**src/rtl/vector_sequencer_pkg.sv**
```systemverilog
// ============================================================================
//  Module      : vector_sequencer_pkg
//  Description : Shared types and constants for the vector sequencer: the
//                run-state encoding, the vector-count helper and the default
//                3-input majority truth table.
//  Revision    : 1.0 - initial release
// ============================================================================
`default_nettype none

package vector_sequencer_pkg;

    // Run-state encoding; values are fixed so debug taps read consistently.
    typedef enum logic [1:0] {
        IDLE   = 2'd0,
        DRIVE  = 2'd1,
        SAMPLE = 2'd2,
        DONE   = 2'd3
    } state_t;

    // Number of distinct input vectors for an n-input DUT.
    function automatic int num_vectors(input int n);
        return 1 << n;
    endfunction

    // 3-input majority: bit i is the expected output for input vector i.
    localparam logic [7:0] MAJORITY_TT = 8'b1110_1000;

endpackage

`default_nettype wire

```
**src/rtl/vector_sequencer_settle.sv**
```systemverilog
// ============================================================================
//  Module      : settle_timer
//  Description : Counts 0..SETTLE-1 while enabled and raises expire during
//                the final count; clear forces the count back to zero.
//  Revision    : 1.0 - initial release
// ============================================================================
`default_nettype none

module settle_timer #(
    parameter int SETTLE = 2
) (
    input  logic clk,
    input  logic rst_n,
    input  logic clear,
    input  logic enable,
    output logic expire
);

    // SETTLE=1 still needs a one-bit counter that simply sits at zero.
    localparam int CW = (SETTLE > 1) ? $clog2(SETTLE) : 1;
    localparam logic [CW-1:0] LAST = CW'(SETTLE - 1);

    logic [CW-1:0] count;

    // Expire is flagged on the last held cycle so the caller can move on.
    assign expire = enable && (count == LAST);

    // Settle counter: cleared outside the hold window, wraps to 0 on expiry.
    always_ff @(posedge clk or negedge rst_n) begin
        if (!rst_n) begin
            count <= '0;
        end else if (clear) begin
            count <= '0;
        end else if (enable) begin
            count <= expire ? '0 : count + CW'(1);
        end
    end

endmodule

`default_nettype wire

```
**src/rtl/vector_sequencer.sv**
```systemverilog
// ============================================================================
//  Module      : vector_sequencer
//  Description : Exhaustive stimulus/response checker for a small
//                combinational block. Steps every input vector, holds it for
//                SETTLE cycles, samples the response and compares it with a
//                truth table, keeping a mismatch count and the first failure.
//  Revision    : 1.0 - initial release
// ============================================================================
`default_nettype none

module vector_sequencer
    import vector_sequencer_pkg::*;
#(
    parameter int                        N_IN     = 3,
    parameter int                        SETTLE   = 2,
    parameter logic [(1 << N_IN)-1:0]    EXPECTED = MAJORITY_TT
) (
    input  logic            clk,
    input  logic            rst_n,
    input  logic            start,
    output logic [N_IN-1:0] dut_in,
    input  logic            dut_out,
    output logic            busy,
    output logic            done,
    output logic            pass,
    output logic [N_IN:0]   fail_count,
    output logic [N_IN-1:0] first_fail_vec,
    output logic            first_fail_valid
);

    localparam int              NV       = num_vectors(N_IN);
    localparam logic [N_IN-1:0] LAST_VEC = N_IN'(NV - 1);

    state_t        state;
    logic          expire;
    logic          mismatch;
    logic [N_IN:0] fail_inc;

    // The timer only runs while a vector is being held; elsewhere it is
    // parked at zero so every DRIVE phase starts from a clean count.
    settle_timer #(
        .SETTLE (SETTLE)
    ) u_settle (
        .clk    (clk),
        .rst_n  (rst_n),
        .clear  (state != DRIVE),
        .enable (state == DRIVE),
        .expire (expire)
    );

    // Response check against the truth table entry for the current vector.
    always_comb begin
        mismatch = (dut_out != EXPECTED[dut_in]);
        fail_inc = fail_count + {{N_IN{1'b0}}, 1'b1};
    end

    // Sequencer FSM with registered outputs and result bookkeeping.
    always_ff @(posedge clk or negedge rst_n) begin
        if (!rst_n) begin
            state            <= IDLE;
            dut_in           <= '0;
            busy             <= 1'b0;
            done             <= 1'b0;
            pass             <= 1'b0;
            fail_count       <= '0;
            first_fail_vec   <= '0;
            first_fail_valid <= 1'b0;
        end else begin
            case (state)
                // IDLE and DONE both accept start and wipe previous results.
                IDLE, DONE: begin
                    if (start) begin
                        state            <= DRIVE;
                        dut_in           <= '0;
                        busy             <= 1'b1;
                        done             <= 1'b0;
                        pass             <= 1'b0;
                        fail_count       <= '0;
                        first_fail_vec   <= '0;
                        first_fail_valid <= 1'b0;
                    end
                end
                DRIVE: begin
                    if (expire) begin
                        state <= SAMPLE;
                    end
                end
                SAMPLE: begin
                    if (mismatch) begin
                        fail_count <= fail_inc;
                        if (!first_fail_valid) begin
                            first_fail_vec   <= dut_in;
                            first_fail_valid <= 1'b1;
                        end
                    end
                    // Stop on the last vector before incrementing, so the
                    // vector register never wraps.
                    if (dut_in != LAST_VEC) begin
                        dut_in <= dut_in + N_IN'(1);
                        state  <= DRIVE;
                    end else begin
                        state <= DONE;
                        busy  <= 1'b0;
                        done  <= 1'b1;
                        // The final sample's result is not in fail_count yet.
                        pass  <= (fail_count == '0) && !mismatch;
                    end
                end
                default: state <= IDLE;
            endcase
        end
    end

endmodule

`default_nettype wire

```
**config.mk**
```make
export PLATFORM = sky130hd
export DESIGN_NAME = vector_sequencer
export DESIGN_NICKNAME = d
export VERILOG_FILES = /design/src/rtl/vector_sequencer_pkg.sv /design/src/rtl/vector_sequencer_settle.sv /design/src/rtl/vector_sequencer.sv
export SDC_FILE = /design/constraint.sdc
export NUM_CORES = 1
export LEC_CHECK = 0
export ABC_AREA = 1
export ABC_CLOCK_PERIOD_IN_PS = 1400
export BUFFER_PORTS_ARGS = -buffer_cell sky130_fd_sc_hd__buf_2
export CORE_UTILIZATION = 45
export DETAILED_ROUTE_END_ITERATION = 10
export GPL_TIMING_DRIVEN = 0
export PLACE_DENSITY = 0.76
export SLEW_MARGIN = 10
export SYNTH_ARGS = -nofsm -noshare
export SYNTH_HDL_FRONTEND = slang
export SYNTH_SLANG_ARGS = --single-unit
```
**constraint.sdc**
```tcl
create_clock -name clk -period 1.4 [get_ports clk]
set_input_delay 0.14 -clock clk [delete_from_list [all_inputs] [get_ports clk]]
set_output_delay 0.14 -clock clk [all_outputs]
set_load 0.02 [all_outputs]
```
==> metrics.md <==
| Metric | Value |
|---|---|
| Status | finished, violations left |
| Failing checks | setup timing |
| Post-synth EDFFs | 0 |
| Layout net count | between 150 and 200 |
| Max-slew headroom | around three quarters |
| Largest net degree at the start of global routing | 18 |
| Clk pin slew, worst setup/hold paths | about 0.09 ns |
| Vias in the first global route | 756 |
| Top layer in use | met4 |
| Layout area overhead | 33.98% |
| Routability cong. | between 0.8 and 0.9 |
| Final Util | 64.81% |
| Reg2reg end | fail_count[1] |
| RR Startpoint | state[0] |
| Routed vias | slightly above 800 |
| Number of I/O pins | 18 |
| Reg2Reg Depth | 8 |
| Final Cycle Share | 102.4% |
| Worst-margin pin slew | between 0.3 and 0.4 ns |
| Final setup margin | -0.03414 ns |
| DRC viols | 0 |
| Hold depth | 5 |
| Post-route ant nets | 0 |
| Layout cell share with drive strength beyond 1 | roughly 47% |
| Asr flop ratio synth | 100.0% |
| Number of max-cap violations | 0 |
| Commonest non-fill, non-tap cells in the layout | nand2_1 (17), buf_2 (17), dfrtp_1 (15), inv_1 (13), nand2_2 (9) |
| Synthesized area per cell | slightly below 9 µm² |
| Initial antenna violation count | 0 |
| Power per Cell Area | about 1500 mW/mm² |
| Hold WC Path Type | input port to flop |
| Most used DFF post-synth | dfrtp_1 |
| Die Y-Extent | roughly 48 µm |
| Vias per cell | 4.928 |
| Root buffer cell | clkbuf_4 |
| Final setup fails | 11 |
| Fin. max-slew vios | 0 |
| Syn Std Cell Area | a little under 0.001 mm² |
| H-tree Lvls | 1 |
| GRT Overall Usage | 18.32% |
| Type of element launching the critical path | flop |
| Grt ovf | 0 |
| Port Buffers | 17 |
| Post-Synthesis Cells | 109 |
| Syn nets | approximately 120 |
| Unique cell type count in the Yosys netlist | 21 |
| Final min period | between 1 and 1.5 ns |
| Worst Setup EP | fail_count[1] |
| CP Data Arrival Time | approximately 1.6 ns |
| CTS Buffer Depth | 2 |
| Routed WL | slightly above 2000 µm |
| Non-Filler Instances | about 170 |
| Worst Path Max Fanout | 6 |
| Iter 0 DRT Violations | 9 |
| Initial Utilization | between 40% and 50% |
| WL met2 | 1035 µm |
| WL met3 | ~100 µm |
| CTS Buf Count | 3 |
| # diodes | 0 |
| Yosys warning count | 0 |
| Final Hold Fails | 0 |
| Placed insts | 153 |
| CP Capture Type | flop |
| Flops & latches, synth | 17 |
| Setup TNS | -0.2295 ns |
| Crit path from | state[0] |
| Peak Freq | approximately 700 MHz |
| Leakage | approximately 0.67 nW |
| Row cnt | 16 |
| Core area | roughly 0.0020 mm² |
| DR WL/cell | between 10 and 15 µm |
| Die Wd | 48.39 µm |
| Setup slack, reg-to-reg | -0.03 ns |
| Met1 WL | 837 µm |
| Clock latency on the worst-skew pair | just under 0.3 ns |
| Crit Path Class | flop to flop |
| Sequential-to-total area share from yosys stat | a little over two fifths |
| Clock sink count | 17 |
| TritonRoute pass-1 iters | 4 |
| Worst hold slack | between 0.2 and 0.3 ns |
| CTS tree | built |
| Area of the die | approximately 0.0023 mm² |
| CP Data Required Time | approximately 1.6 ns |
| Hpwl dp | about 1300 µm |
| Skew final | roughly 0.0027 ns |
| Peak supply drop | slightly below 0.9 mV |
| RSZ-0062 raised after global routing | yes |
| First-pass GRT wire length | 3201 µm |
## power by group
group	switching [W]	internal, W
clock network	0.000147	0.000111
registers	0.0000695	0.000575
logic	0.000627	0.000375
total	0.000844	0.00106
## what timing repair did
item                       in CTS  in global routing
gates resized for setup        12                 18
pin swaps                       8                  9
hold endpoints to repair       17                  0
setup endpoints to repair      13                 16
hold buffers                    1                  0
setup buffers                   5                  3
## synthesized netlist by cell type, types with 2 or more instances
cell type   n  area (µm²)
nor2_4      2       22.52
nor2_1      4       15.01
o21ai_0     7       35.03
nand2_1    25       93.84
inv_2       2       7.510
nand2_2     4       25.02
inv_1      16       60.06
nand3_1     5       25.02
o21ai_1     3       15.01
nand4_1     3       18.77
ha_1        8       100.1
dfrtp_1    17       425.4
o21ai_2     2       17.52
nand3_2     4       40.04
## state kept, by name, summed over array words and instances, names as in the netlist
register,flops
state,2
u_settle.count,1
first_fail_vec,3
busy,1
dut_in,3
fail_count,4
done,1
pass,1
first_fail_valid,1
## cell type report
type,count,area (µm²)
inverters,18,67.56
plain buffers,1,11.26
clock buffers,4,26.28
multi-input cells,73,575.6
well taps,27,33.78
flip-flops and latches,17,427.9
fillers,169,704.4
repair buffers,26,155.1
## how the worst min path moves through the flow
stage / start / to / slack (ns)
3_3_place_gp: rst_n / u_settle.count / 0.08
5_1_grt: start / done / 0.29
2_1_floorplan: rst_n / busy / -0.16
4_1_cts: start / done / 0.24
3_5_place_dp: rst_n / u_settle.count / 0.08
6_report: start / done / 0.26
## per-stage QoR
stage | area (µm²) | worst slack (ns) | total power, W
3_5_place_dp | 1092 | -0.07280 | 0.001451
4_1_cts | 1215 | -0.03066 | 0.001788
3_3_place_gp | 1092 | -0.02827 | 0.001419
2_1_floorplan | 973.4 | 0.01165 | 0.001271
5_1_grt | 1297 | -0.1179 | 0.002073
6_report | 1297 | -0.03414 | 0.001904
## per-layer routing
layer	global-route usage, %	vias up
met2	30.05	22
met3	8.491	7
li1	-	405
met1	21.21	384
met5	0	-
met4	5.882	0
## cell families after synthesis
logic type | Yosys count | synth area share, %
simple gates | 50 | 27.91
flops | 17 | 43.93
buf+inv | 19 | 8.140
fa+ha+maj | 8 | 10.34
xor+xnor | 2 | 1.809
compound gates | 13 | 7.881
## worst max-delay path, stage by stage (launching register included)
cell,delay [ns]
dfrtp_1,0.35
inv_1,0.05
ha_1,0.31
inv_2,0.09
nor2_4,0.06
nor2_4,0.21
nand2_4,0.13
nand2_2,0.09
o21ai_2,0.05
Power figures use the tool's default switching activity.
